`src/rtl/ising_run_ctrl_pkg.sv`:
```
// Shared types for the spin-array run sequencer: FSM state encoding and state decode helpers.
package ising_run_ctrl_pkg;

  typedef enum logic [2:0] {
    ST_IDLE  = 3'd0,
    ST_RESET = 3'd1,
    ST_RUN   = 3'd2,
    ST_SYNC  = 3'd3,
    ST_DONE  = 3'd4
  } state_t;

  // The array is considered owned by the sequencer in these states; weight writes are blocked.
  function automatic logic is_busy(input state_t s);
    return (s == ST_RESET) || (s == ST_RUN) || (s == ST_SYNC);
  endfunction

  // Oscillators are released (ising_rstn high) only while running or flushing the synchronizer.
  function automatic logic is_released(input state_t s);
    return (s == ST_RUN) || (s == ST_SYNC);
  endfunction

endpackage

```
`src/rtl/ising_run_ctrl_phase_sync.sv`:
```
// Multi-stage synchronizer bringing the free-running spin phases into the clk domain.
module phase_sync #(
  parameter int N      = 8,
  parameter int STAGES = 2
) (
  input  logic         clk,
  input  logic         rstn,
  input  logic [N-1:0] i_async,
  output logic [N-1:0] o_sync
);

  logic [N-1:0] r_stage [STAGES];

  // Shift chain; stage 0 is the only flop that sees the asynchronous input.
  always_ff @(posedge clk or negedge rstn) begin
    if (!rstn) begin
      for (int i = 0; i < STAGES; i++) begin
        r_stage[i] <= {N{1'b0}};
      end
    end else begin
      r_stage[0] <= i_async;
      for (int i = 1; i < STAGES; i++) begin
        r_stage[i] <= r_stage[i-1];
      end
    end
  end

  assign o_sync = r_stage[STAGES-1];

endmodule

```
`src/rtl/ising_run_ctrl.sv`:
```
// Run sequencer for the coupled-oscillator spin array: reset hold, timed release,
// synchronized phase capture, and AXI weight-write gating while the array oscillates.
module ising_run_ctrl
  import ising_run_ctrl_pkg::*;
#(
  parameter int N           = 8,
  parameter int RST_CYCLES  = 16,
  parameter int SYNC_STAGES = 2,
  parameter int CNT_W       = 32
) (
  input  logic             clk,
  input  logic             axi_rstn,
  input  logic             start_valid,
  output logic             start_ready,
  input  logic [CNT_W-1:0] run_cycles,
  input  logic             abort,
  input  logic             wready_in,
  output logic             wready_out,
  output logic             ising_rstn,
  input  logic [N-1:0]     phase_in,
  output logic [N-1:0]     phase_out,
  output logic             busy,
  output logic             done,
  output logic [CNT_W-1:0] run_count
);

  localparam logic [CNT_W-1:0] ZERO      = {CNT_W{1'b0}};
  localparam logic [CNT_W-1:0] ONE       = {{(CNT_W-1){1'b0}}, 1'b1};
  localparam logic [CNT_W-1:0] RST_LOAD  = CNT_W'(RST_CYCLES);
  localparam logic [CNT_W-1:0] SYNC_LOAD = CNT_W'(SYNC_STAGES - 1);

  function automatic logic [CNT_W-1:0] sat_inc(input logic [CNT_W-1:0] v);
    return (&v) ? v : (v + ONE);
  endfunction

  state_t           r_state;
  state_t           w_state_nxt;
  logic [CNT_W-1:0] r_cnt;
  logic [CNT_W-1:0] r_len;
  logic [CNT_W-1:0] r_run_count;
  logic [N-1:0]     r_phase_out;
  logic [N-1:0]     w_phase_sync;
  logic             r_start_ready;
  logic             r_busy;
  logic             r_done;
  logic             r_ising_rstn;
  logic             w_accept;
  logic             w_cnt_zero;
  logic             w_rstn_nxt;
  logic             w_busy_nxt;
  logic             w_done_nxt;
  logic             w_ready_nxt;

  phase_sync #(
    .N      (N),
    .STAGES (SYNC_STAGES)
  ) u_phase_sync (
    .clk     (clk),
    .rstn    (axi_rstn),
    .i_async (phase_in),
    .o_sync  (w_phase_sync)
  );

  assign w_accept   = start_valid & r_start_ready;
  assign w_cnt_zero = (r_cnt == ZERO);

  // State register.
  always_ff @(posedge clk or negedge axi_rstn) begin
    if (!axi_rstn) begin
      r_state <= ST_IDLE;
    end else begin
      r_state <= w_state_nxt;
    end
  end

  // Next-state logic; a start in IDLE/DONE takes precedence over any abort.
  always_comb begin
    w_state_nxt = r_state;
    case (r_state)
      ST_IDLE, ST_DONE: begin
        if (w_accept) w_state_nxt = ST_RESET;
        else          w_state_nxt = r_state;
      end
      ST_RESET: begin
        if (abort)           w_state_nxt = ST_IDLE;
        else if (w_cnt_zero) w_state_nxt = ST_RUN;
        else                 w_state_nxt = ST_RESET;
      end
      ST_RUN: begin
        if (abort)           w_state_nxt = ST_IDLE;
        else if (w_cnt_zero) w_state_nxt = ST_SYNC;
        else                 w_state_nxt = ST_RUN;
      end
      ST_SYNC: begin
        if (abort)           w_state_nxt = ST_IDLE;
        else if (w_cnt_zero) w_state_nxt = ST_DONE;
        else                 w_state_nxt = ST_SYNC;
      end
      default: w_state_nxt = ST_IDLE;
    endcase
  end

  // Output decode from the next state so the registered outputs line up with the state.
  always_comb begin
    w_rstn_nxt  = is_released(w_state_nxt);
    w_busy_nxt  = is_busy(w_state_nxt);
    w_done_nxt  = (w_state_nxt == ST_DONE);
    w_ready_nxt = ~w_busy_nxt;
  end

  // Registered status outputs.
  always_ff @(posedge clk or negedge axi_rstn) begin
    if (!axi_rstn) begin
      r_ising_rstn  <= 1'b0;
      r_busy        <= 1'b0;
      r_done        <= 1'b0;
      r_start_ready <= 1'b1;
    end else begin
      r_ising_rstn  <= w_rstn_nxt;
      r_busy        <= w_busy_nxt;
      r_done        <= w_done_nxt;
      r_start_ready <= w_ready_nxt;
    end
  end

  // Phase down-counter, latched run length, elapsed-run counter and result capture.
  // r_cnt is loaded with (phase length - 1) on entering RUN/SYNC, but with the full
  // RST_CYCLES on accept, which gives the extra accept cycle of reset hold.
  always_ff @(posedge clk or negedge axi_rstn) begin
    if (!axi_rstn) begin
      r_cnt       <= ZERO;
      r_len       <= ONE;
      r_run_count <= ZERO;
      r_phase_out <= {N{1'b0}};
    end else if (w_accept) begin
      r_len       <= (run_cycles == ZERO) ? ONE : run_cycles;
      r_cnt       <= RST_LOAD;
      r_run_count <= ZERO;
    end else if (abort) begin
      r_cnt <= r_cnt;
    end else begin
      case (r_state)
        ST_RESET: begin
          if (w_cnt_zero) r_cnt <= r_len - ONE;
          else            r_cnt <= r_cnt - ONE;
        end
        ST_RUN: begin
          r_run_count <= sat_inc(r_run_count);
          if (w_cnt_zero) r_cnt <= SYNC_LOAD;
          else            r_cnt <= r_cnt - ONE;
        end
        ST_SYNC: begin
          if (w_cnt_zero) r_phase_out <= w_phase_sync;
          else            r_cnt       <= r_cnt - ONE;
        end
        default: r_cnt <= r_cnt;
      endcase
    end
  end

  assign start_ready = r_start_ready;
  assign busy        = r_busy;
  assign done        = r_done;
  assign ising_rstn  = r_ising_rstn;
  assign phase_out   = r_phase_out;
  assign run_count   = r_run_count;
  assign wready_out  = wready_in & ~r_busy;

endmodule

```
`config.mk`:
```
export PLATFORM = sky130hd
export DESIGN_NAME = ising_run_ctrl
export DESIGN_NICKNAME = d
export VERILOG_FILES = /design/src/rtl/ising_run_ctrl_pkg.sv /design/src/rtl/ising_run_ctrl_phase_sync.sv /design/src/rtl/ising_run_ctrl.sv
export SDC_FILE = /design/constraint.sdc
export NUM_CORES = 1
export LEC_CHECK = 0
export ABC_CLOCK_PERIOD_IN_PS = 2600
export CAP_MARGIN = 30
export CORE_UTILIZATION = 40
export DETAILED_ROUTE_END_ITERATION = 6
export SLEW_MARGIN = 15
export SYNTH_ARGS = -nofsm -noshare
export SYNTH_HDL_FRONTEND = slang
export SYNTH_SLANG_ARGS = --single-unit
```
`constraint.sdc`:
```
create_clock -name clk -period 2.6 [get_ports clk]
set_input_delay 0.26 -clock clk [delete_from_list [all_inputs] [get_ports clk]]
set_output_delay 0.26 -clock clk [all_outputs]
set_load 0.1 [all_outputs]
```
==> summary.md, run 1 <==
| Metric | Value |
|---|---|
| Max-Cap Viols | `0` |
| Post-CTS Setup Bufs | `0` |
| Synthesized instance count | `approximately 740` |
| Initial antenna violation count | `0` |
| Die H | `131 um` |
| #FFs+latches synth | `~130` |
| Starting Density | `around two fifths` |
| DP Wirelength | `14.0 mm` |
| CTS clk-pin slew, worst paths | `approximately 0.060 ns` |
| Most frequent cells in the layout | `nand2_1 (130), dfrtp_1 (105), buf_4 (95)` |
| CTS buffer count | `17` |
| Crit. End Element | `flop` |
| Die width | `between 100 and 150 um` |
| Outcome | `finished, final reports clean` |
| Synth cell types | `53` |
| Worst min-delay path startpoint | `phase_in[1]` |
| Via/cell ratio | `around 5.7` |
| Root Buffer | `clkbuf_16` |
| Core area | `around 16,000 um2` |
| Clk buf depth | `2` |
| # diodes | `0` |
| Startpoint Class | `flop` |
| DP Cell Count | `1,059` |
| Tcrit/Tclk final | `a little over nine tenths` |
| Synth Cell Area | `between 6000 and 7000 um2` |
| PwrDens | `around 1000 nW/um2` |
| Max IR drop VDD | `581 uV` |
| Crit path DAT | `roughly 2.9 ns` |
| Hold path depth | `1` |
| DRC marker count from the first detailed-route iteration | `617` |
| Multi-input gate area | `3340 um2` |
| Synth Area per Inst | `9.04 um2` |
| Final wirelength | `between 15 and 20 mm` |
| Sink Count | `127` |
| # setup viols final | `0` |
| RSZ-0062 raised after global routing | `no` |
| Layout fillers | `1,454` |
| Most common cell after layout, fill and taps aside | `nand2_1` |
| Via count | `6,230` |
| Pin count of the biggest net entering global routing | `67` |
| GRT Total Usage | `between 20% and 30%` |
| Share of cells above drive strength 1 | `a little over 20%` |
| Number of global-route vias before repair | `about 6,000` |
| Grt ovf | `0` |
| Antenna Violating Nets Remaining | `0` |
| Crit. Startpoint | `r_len[14]$_DFFE_PN0P_` |
| R2r startpoint | `r_len[14]$_DFFE_PN0P_` |
| Max FO, Critical Path | `5` |
| IO Port Bufs | `89` |
| Crit path time final | `2.54 ns` |
| Clk_skew | `between 0.01 and 0.015 ns` |
| Die area | `around 17,000 um2` |
| Placed cell areas | `8010 um2` |
| Syn_nets | `between 700 and 800` |
| Final Instance Area | `8640 um2` |
| Worst-Margin Slew | `around 0.70 ns` |
| TritonCTS clock tree | `done` |
| Ports | `90` |
| Row count | `46` |
| Non-Filler Instances | `1,092` |
| Fin. Hold Viols | `0` |
| Max Clock Freq | `a little under 0.4 GHz` |
| Htree depth | `4` |
| Setup CP Type | `reg -> reg` |
| First-pass GRT wire length | `between 30 and 40 mm` |
| Sequential-to-total area share from yosys stat | `between 40 and 50%` |
| FF/Latch Area | `roughly 3200 um2` |
| Final Max Tran Viols | `0` |
| Hold Crit Class | `in -> reg` |
| Net count, final | `~900` |
| EDFF count, synth | `0` |
| Ys flop type | `dfrtp_1` |
| Worst rel slew slack | `~54%` |
| Pleak | `3.79 nW` |
| First-pass iteration count of the detailed router | `6` |
| Synth async-reset ratio | `100%` |
| Later-pin clock latency in the skew report | `0.42 ns` |
| WL/cell | `17.9 um` |
| Ys Warns | `0` |
| Residual DRC | `0` |
| Area added between synthesis and finish | `29.7%` |
| Worst EP required | `between 2 and 3 ns` |
| Worst Reg2Reg Path Length in Cells | `6` |
| Routability cong. | `between 0.9 and 1` |
-- stage by stage --
| step | power (mW) | utilization [%] | setup WS [ns] | TNS, ns | hold slack [ns] |
|---|---|---|---|---|---|
| floorplan | 4.89 | - | -0.0209 | -0.0209 | -0.0356 |
| global placement | 6.18 | 49.8 | 0.0427 | 0 | 0.313 |
| detailed placement | 6.25 | 49.9 | -0.0286 | -0.0481 | 0.311 |
| CTS | 8.68 | 53.6 | 0.105 | 0 | 0.247 |
| global route | 9.21 | 53.8 | 0.00204 | 0 | 0.255 |
| finish | 8.71 | 53.8 | 0.0604 | 0 | 0.268 |
-- layer usage --
metal	track usage, %	up-vias	wire, um
met5	0	-	0
met4	9.53	0	363
met3	5.28	36	1180
met2	36.9	244	8880
met1	34.3	3007	9170
li1	-	2943	-
-- what timing repair did --
action | CTS | global route
hold buffers | 1 | 0
endpoints found under the hold margin | 37 | 0
endpoints found under the setup margin | 0 | 10
gates resized for setup | 0 | 5
-- synthesized netlist by cell type, types with 3 or more instances --
library cell / count / area, um2
a31o_2: 3 / 26.3
nor2_1: 56 / 210
o21ai_0: 48 / 240
or3_1: 8 / 50.1
and4_1: 8 / 70.1
dfrtp_1: 125 / 3130
xor2_1: 29 / 254
inv_1: 10 / 37.5
clkbuf_1: 25 / 93.8
nor3_1: 33 / 165
o2bb2ai_1: 5 / 43.8
a31oi_1: 5 / 31.3
nor4_1: 35 / 219
and3_1: 7 / 43.8
a32oi_1: 3 / 26.3
or4_1: 8 / 60.1
buf_2: 5 / 25.0
nand4_1: 19 / 119
nor2b_1: 3 / 18.8
a22o_1: 13 / 114
o22ai_1: 10 / 62.6
o2111ai_1: 4 / 35.0
o211ai_1: 7 / 52.6
nand2b_1: 5 / 31.3
or2_2: 6 / 37.5
ha_1: 4 / 50.1
nand3_1: 21 / 105
xnor2_1: 26 / 228
nand2_1: 130 / 488
buf_1: 4 / 15.0
and2_1: 6 / 37.5
mux2_2: 8 / 90.1
o31ai_1: 5 / 37.5
a21oi_1: 25 / 125
-- registers in the layout (all words and copies together) (netlist names), 3 cells and up --
name	count
r_cnt	32
r_len	32
run_count	32
phase_out	8
u_phase_sync.o_sync	8
u_phase_sync.r_stage	8
r_state	3
-- critical path, stage by stage (launching register included) --
cell,delay (ns)
dfrtp_1,0.43
or4_1,0.54
or4_4,0.53
nor3_1,0.25
xor2_1,0.31
nor2_1,0.09
o41ai_1,0.27
-- cell type report --
cell class / count / share of cell area, %
multi-input combinational: 566 / 38.7
clock buffer: 17 / 4.92
clock inverter: 15 / 1.94
tap: 216 / 3.13
sequential: 127 / 37.1
timing repair buffer: 141 / 13.8
inverter: 10 / 0.434
-- cells by family (layout without fill, tap and decap cells) --
kind of cell	after synthesis	after routing	share of synthesized area, %
AO/OA/AOI/OAI	140	140	13.5
AND/OR/NAND/NOR	358	358	26.7
XOR/XNOR	55	55	7.23
buffers and inverters	44	183	2.57
multiplexers	9	9	1.50
flip-flops	127	127	47.7
adder cells (fa/ha/maj)	4	4	0.751
-- worst paths after layout --
path	slack (ns)	to
max in group asynchronous	1.34	r_len[0]$_DFFE_PN1P_
max	0.06	r_cnt[30]$_DFFE_PN0P_
min in group asynchronous	0.38	r_state[1]$_DFF_PN0_
min	0.27	u_phase_sync.r_stage[9]$_DFF_PN0_
max reg2reg	0.06	r_cnt[30]$_DFFE_PN0P_
min reg2reg	0.35	u_phase_sync.o_sync[1]$_DFF_PN0_
-- where the power goes --
part / switching [mW] / internal [mW] / total [mW]
clock network: 1.03 / 1.37 / 2.39
logic: 2.09 / 1.37 / 3.46
registers: 0.480 / 2.37 / 2.85
total: 3.60 / 5.11 / 8.71
Power figures use the tool's default switching activity.
==> run 2, diff against run 1 <==
--- a/config.mk
+++ b/config.mk
@@ -6,10 +6,9 @@
 export NUM_CORES = 1
 export LEC_CHECK = 0
 export ABC_CLOCK_PERIOD_IN_PS = 2600
-export CAP_MARGIN = 30
 export CORE_UTILIZATION = 40
 export DETAILED_ROUTE_END_ITERATION = 6
-export SLEW_MARGIN = 15
+export SLEW_MARGIN = 0
 export SYNTH_ARGS = -nofsm -noshare
 export SYNTH_HDL_FRONTEND = slang
 export SYNTH_SLANG_ARGS = --single-unit
==> summary.md, run 2 (synthesized netlist as in run 1, its figures left out) <==
| Metric | Value |
|---|---|
| TNS Setup | `0 ns` |
| Fin. Hold Viols | `0` |
| Layout fillers | `approximately 1,500` |
| Met1 usage | `between 30 and 40%` |
| Max FO, Critical Path | `5` |
| Row count | `46` |
| Final WS setup | `0.0806 ns` |
| Worst rel slew slack | `roughly 53%` |
| Final Max Tran Viols | `0` |
| CP dominant cell by count | `or4_4` |
| Worst-path cell with the longest stage delay | `or4_1` |
| Placed cell areas | `roughly 8000 um2` |
| Worst-Margin Slew | `approximately 0.70 ns` |
| Die H | `roughly 130 um` |
| Hold path depth | `1` |
| Hold Crit Class | `in -> reg` |
| Residual DRC | `0` |
| TritonCTS clock tree | `done` |
| Via count | `about 6,000` |
| R2R Setup Slk | `slightly above 0.08 ns` |
| Routability cong. | `approximately 0.93` |
| WL/cell | `between 15 and 20 um` |
| Crit path time final | `2.52 ns` |
| Area added between synthesis and finish | `29.2%` |
| Core area | `approximately 16,000 um2` |
| Antenna Violating Nets Remaining | `0` |
| Net count, final | `911` |
| Met2 Usage GRT | `36.8%` |
| DP Wirelength | `between 10 and 15 mm` |
| Final Instance Area | `8610 um2` |
| Pleak | `between 3 and 4 nW` |
| DRC marker count from the first detailed-route iteration | `between 500 and 600` |
| Number of global-route vias before repair | `5,977` |
| Max Clock Freq | `~0.40 GHz` |
| Crit. End Element | `flop` |
| Max incr delay on CP | `between 0.5 and 0.6 ns` |
| GRT met3 Usage | `under 10%` |
| DP Cell Count | `around 1,100` |
| Initial antenna violation count | `0` |
| Worst Reg2Reg Path Length in Cells | `6` |
| Outcome | `finished, final reports clean` |
| R2r startpoint | `r_len[14]$_DFFE_PN0P_` |
| Tcrit/Tclk final | `a little over nine tenths` |
| Worst EP required | `roughly 2.9 ns` |
| Hold path endpoint | `u_phase_sync.r_stage[9]$_DFF_PN0_` |
| Starting Density | `between 40% and 50%` |
| RSZ-0062 raised after global routing | `no` |
| Via/cell ratio | `between 5 and 6` |
| Most frequent cells in the layout | `nand2_1 (130), dfrtp_1 (105), buf_4 (94)` |
| Die area | `17,200 um2` |
| Setup CP Type | `reg -> reg` |
| Max-Cap Viols | `0` |
| PwrDens | `about 1000 nW/um2` |
| Htree depth | `4` |
| RR Endpoint | `r_cnt[25]$_DFFE_PN0P_` |
| CTS clk-pin slew, worst paths | `0.06 ns` |
| Crit path DAT | `around 2.8 ns` |
| Worst min-delay path startpoint | `phase_in[1]` |
| Most common cell after layout, fill and taps aside | `nand2_1` |
| Sink Count | `~130` |
| Post-CTS Setup Bufs | `0` |
| Share of cells above drive strength 1 | `between 20% and 30%` |
| First-pass iteration count of the detailed router | `5` |
| Grt ovf | `0` |
| CTS buffer count | `17` |
| # diodes | `0` |
| Critical-path cell list | `or4_1 -> or4_4 -> or4_4 -> xnor2_1 -> a21oi_1 -> o21ai_2` |
| # setup viols final | `0` |
| Ports | `90` |
| Root Buffer | `clkbuf_16` |
| GRT Total Usage | `24.3%` |
| First-pass GRT wire length | `about 32 mm` |
| GR peak layer | `met2` |
| Die width | `about 130 um` |
| Clk buf depth | `2` |
| IO Port Bufs | `about 90` |
| Clk_skew | `0.0118 ns` |
| Startpoint Class | `flop` |
| Non-Filler Instances | `about 1,100` |
| Later-pin clock latency in the skew report | `0.43 ns` |
| Final wirelength | `approximately 19 mm` |
| Pin count of the biggest net entering global routing | `67` |
| Max IR drop VDD | `between 500 and 600 uV` |
| DP Worst Slack | `-0.0280 ns` |
| Fin util | `a little over half` |
==> run 2: layout make-up <==
type,count,area [um2],area share [%]
Clock inverter,13,129,1.50
Sequential cell,127,3210,37.2
Timing Repair Buffer,140,1190,13.8
Inverter,10,37.5,0.436
Clock buffer,19,443,5.14
Multi-Input combinational cell,566,3340,38.8
Tap cell,216,270,3.14
==> run 2: power breakdown <==
part / internal [mW] / switching (mW)
clock: 1.36 / 0.949
sequential: 2.37 / 0.473
combinational: 1.36 / 2.08
==> run 2: through the flow <==
stage	hold slack, ns	total power [mW]
2_1_floorplan	-0.0356	4.89
3_3_place_gp	0.313	6.18
3_5_place_dp	0.311	6.23
4_1_cts	0.262	8.57
5_1_grt	0.260	9.12
6_report	0.274	8.60
==> run 2: worst max path at each step <==
stage,startpoint,to,slack (ns)
2_1_floorplan,run_count[13]$_DFFE_PN0P_,run_count[1]$_DFFE_PN0P_,-0.02
4_1_cts,r_cnt[0]$_DFFE_PN0P_,r_cnt[16]$_DFFE_PN0P_,0.09
5_1_grt,r_len[14]$_DFFE_PN0P_,r_cnt[31]$_DFFE_PN0P_,0.0006
3_3_place_gp,abort,run_count[27]$_DFFE_PN0P_,0.04
3_5_place_dp,abort,run_count[22]$_DFFE_PN0P_,-0.03
6_report,r_len[14]$_DFFE_PN0P_,r_cnt[25]$_DFFE_PN0P_,0.08
==> run 2: routing by layer <==
layer	up-vias	part of all wire [%]	routed length, um
met5	-	0	0
met4	0	1.7	322
met3	26	6.8	1320
met2	236	45	8730
met1	2952	46	8990
li1	2936	-	-
==> run 2: critical path, delay by kind of cell (launching register included) <==
family	cells	cell delay [ns]
and+or+nand+nor	3	1.56
DFF	1	0.43
AOI/OAI and AO/OA	2	0.26
xor gates and xnor gates	1	0.15
==> run 2: timing repair <==
item | 4_1_cts | 5_1_grt
setup endpoints to repair | 0 | 38
hold buffers | 1 | 0
resized for setup | 0 | 5
hold endpoints to repair | 37 | 0
==> run 3, diff against run 2 <==
--- a/config.mk
+++ b/config.mk
@@ -5,7 +5,9 @@
 export SDC_FILE = /design/constraint.sdc
 export NUM_CORES = 1
 export LEC_CHECK = 0
+export ABC_AREA = 1
 export ABC_CLOCK_PERIOD_IN_PS = 2600
+export CORE_MARGIN = 2
 export CORE_UTILIZATION = 40
 export DETAILED_ROUTE_END_ITERATION = 6
 export SLEW_MARGIN = 0
==> summary.md, run 3 <==
| Metric | Value |
|---|---|
| Outcome | `finished, final reports clean` |
| Clk_skew | `0.00833 ns` |
| Initial antenna violation count | `0` |
| RR Endpoint | `run_count[20]$_DFFE_PN0P_` |
| Routability cong. | `around 0.94` |
| EDFF count, synth | `0` |
| Post-CTS Setup Bufs | `0` |
| Fin. Hold Viols | `0` |
| Pleak | `between 4 and 5 nW` |
| Share of cells above drive strength 1 | `between 10% and 20%` |
| Net count, final | `about 1,400` |
| Synth async-reset ratio | `100%` |
| WHS | `around 0.27 ns` |
| # diodes | `0` |
| Sequential-to-total area share from yosys stat | `between 30% and 40%` |
| Synth Cell Area | `a little over 8000 um2` |
| Worst rel slew slack | `between 50% and 60%` |
| WL/cell | `between 10 and 15 um` |
| Ys flop type | `dfrtp_1` |
| Max FO, Critical Path | `26` |
| Synth area leader | `dfrtp_1` |
| Hold path depth | `1` |
| IO Port Bufs | `89` |
| Die area | `between 20,000 and 25,000 um2` |
| CTS clk-pin slew, worst paths | `roughly 0.070 ns` |
| Startpoint Class | `flop` |
| Clk buf depth | `2` |
| CTS buffer count | `17` |
| Layout fillers | `2,062` |
| TritonCTS clock tree | `done` |
| First-pass GRT wire length | `~38 mm` |
| Crit path DAT | `roughly 2.5 ns` |
| Worst EP required | `~2.9 ns` |
| Via count | `about 7,900` |
| Max Clock Freq | `around 0.46 GHz` |
| Crit path time final | `2.17 ns` |
| Max IR drop VDD | `~590 uV` |
| Final Max Tran Viols | `0` |
| Htree depth | `4` |
| Synth top area cells | `dfrtp_1 (38%), nand2_1 (17%), nor2_1 (7.8%)` |
| Final wirelength | `23.2 mm` |
| Antenna Violating Nets Remaining | `0` |
| Area added between synthesis and finish | `20.3%` |
| Die width | `~150 um` |
| R2r startpoint | `run_count[0]$_DFFE_PN0P_` |
| Die H | `roughly 150 um` |
| Worst-path cell with the longest stage delay | `dfrtp_1` |
| Tcrit/Tclk final | `83.4%` |
| Hold Buf Count CTS | `1` |
| Post-synth top cells | `nand2_1 (374), nor2_1 (172), inv_1 (135), dfrtp_1 (125), nand3_1 (103)` |
| Worst Reg2Reg Path Length in Cells | `9` |
| Synth cell types | `38` |
| Grt ovf | `0` |
| Core area | `just over 20,000 um2` |
| Fin util | `between 40% and 50%` |
| Max-Cap Viols | `0` |
| DP Wirelength | `~18 mm` |
| Area share of the largest cell type after synthesis | `38.0%` |
| Ys Warns | `0` |
| Post-cts resize count | `0` |
| #FFs+latches synth | `approximately 130` |
| DRC marker count from the first detailed-route iteration | `between 500 and 600` |
| GRT Total Usage | `between 20% and 30%` |
| Most frequent cells in the layout | `nand2_1 (373), nor2_1 (172), inv_1 (135)` |
| Max incr delay on CP | `0.45 ns` |
| Row count | `52` |
| Residual DRC | `0` |
| Via/cell ratio | `4.97` |
| Critical-path cell list | `ha_1 -> nand2_1 -> nor2_4 -> nand2_1 -> nor2_2 -> nand3_1 -> nand3_2 -> buf_4 -> o21ai_0` |
| Setup CP Type | `reg -> reg` |
| RSZ-0062 raised after global routing | `no` |
| Worst-Margin Slew | `approximately 0.6 ns` |
| R2R Setup Slk | `0.43 ns` |
| Number of global-route vias before repair | `7,342` |
| Most common cell after layout, fill and taps aside | `nand2_1` |
| Sink Count | `127` |
| Later-pin clock latency in the skew report | `~0.43 ns` |
| Root Buffer | `clkbuf_16` |
| Starting Density | `between 40 and 50%` |
| Ports | `90` |
| Pin count of the biggest net entering global routing | `83` |
| # setup viols final | `0` |
| TNS Setup | `0 ns` |
| Synth Area per Inst | `between 6 and 7 um2` |
| PwrDens | `1240 nW/um2` |
| Hold Crit Class | `in -> reg` |
| Syn_nets | `approximately 1,300` |
| Synthesized instance count | `roughly 1,200` |
| First-pass iteration count of the detailed router | `5` |
| Hold path endpoint | `u_phase_sync.r_stage[14]$_DFF_PN0_` |
| Crit. End Element | `flop` |
| Count leader, synth | `nand2_1` |
| CP dominant cell by count | `nand2_1` |
| Worst min-delay path startpoint | `phase_in[6]` |
## run 3: cell count changes after synthesis, moves of 11 or more
| cell | previous run | this run |
|---|---|---|
| nand3_1 | 21 | 103 |
| nand2_1 | 130 | 374 |
| nor2_2 | 0 | 11 |
| a21oi_1 | 25 | 9 |
| clkbuf_1 | 25 | 8 |
| xnor2_1 | 26 | 11 |
| nor2_1 | 56 | 172 |
| inv_1 | 10 | 135 |
| nor4_1 | 35 | 0 |
| o21ai_1 | 0 | 31 |
| o21ai_0 | 48 | 72 |
| a22o_1 | 13 | 0 |
| nor3_1 | 33 | 20 |
## run 3: worst max-delay path by stage
stage / start / to / slack, ns / depth (start not counted)
floorplan: run_count[0]$_DFFE_PN0P_ / run_count[13]$_DFFE_PN0P_ / 0.08 / 11
global placement: run_count[0]$_DFFE_PN0P_ / run_count[20]$_DFFE_PN0P_ / 0.43 / 9
detailed placement: run_count[0]$_DFFE_PN0P_ / run_count[25]$_DFFE_PN0P_ / 0.45 / 9
CTS: run_count[0]$_DFFE_PN0P_ / run_count[20]$_DFFE_PN0P_ / 0.43 / 9
global route: run_count[0]$_DFFE_PN0P_ / run_count[20]$_DFFE_PN0P_ / 0.18 / 9
finish: run_count[0]$_DFFE_PN0P_ / run_count[20]$_DFFE_PN0P_ / 0.43 / 9
## run 3: cells by family after synthesis
| logic type | synth area share (%) |
|---|---|
| AND/OR/NAND/NOR | 38.7 |
| AO/OA/AOI/OAI | 8.87 |
| adder cells (fa/ha/maj) | 0.608 |
| buffers and inverters | 8.52 |
| XOR/XNOR | 4.68 |
| flip-flops | 38.7 |
## run 3: per-layer routing
metal / part of all wire [%] / up-vias / GRT usage [%]
li1: - / 4017 / -
met3: 5.5 / 32 / 4.41
met2: 44 / 192 / 33.5
met5: 0 / - / 0
met4: 1.6 / 0 / 7.50
met1: 49 / 3628 / 32.5
## run 3: power breakdown
group | switching (mW) | internal, mW | total (mW)
Combinational | 4.72 | 2.01 | 6.72
Sequential | 0.704 | 2.51 | 3.21
Clock | 1.09 | 1.29 | 2.38
## run 3: metrics by stage
step / area [um2] / power [mW] / setup slack (ns) / instances
after floorplan: 8230 / 8.26 / 0.0781 / 1207
after global placement: 9300 / 9.89 / 0.426 / 1551
after detailed placement: 9300 / 9.90 / 0.453 / 1551
after CTS: 9900 / 12.3 / 0.427 / 1584
after global routing: 9900 / 13.3 / 0.177 / 1584
final: 9900 / 12.3 / 0.432 / 1584
## run 3: critical path: cells and delay by family (launching register included)
kind	cells	cell delay (ns)
buf+inv	1	0.28
simple gates	6	0.89
fa+ha+maj	1	0.26
compound gates	1	0.13
flops	1	0.45
## run 3: layout make-up
class | count | area [um2] | share of cell area (%)
well taps | 270 | 338 | 3.41
clock inverters | 15 | 161 | 1.63
repair buffers | 103 | 908 | 9.18
inverters | 142 | 536 | 5.41
multi-input cells | 910 | 4350 | 43.9
clock buffers | 17 | 425 | 4.30
flip-flops and latches | 127 | 3180 | 32.1
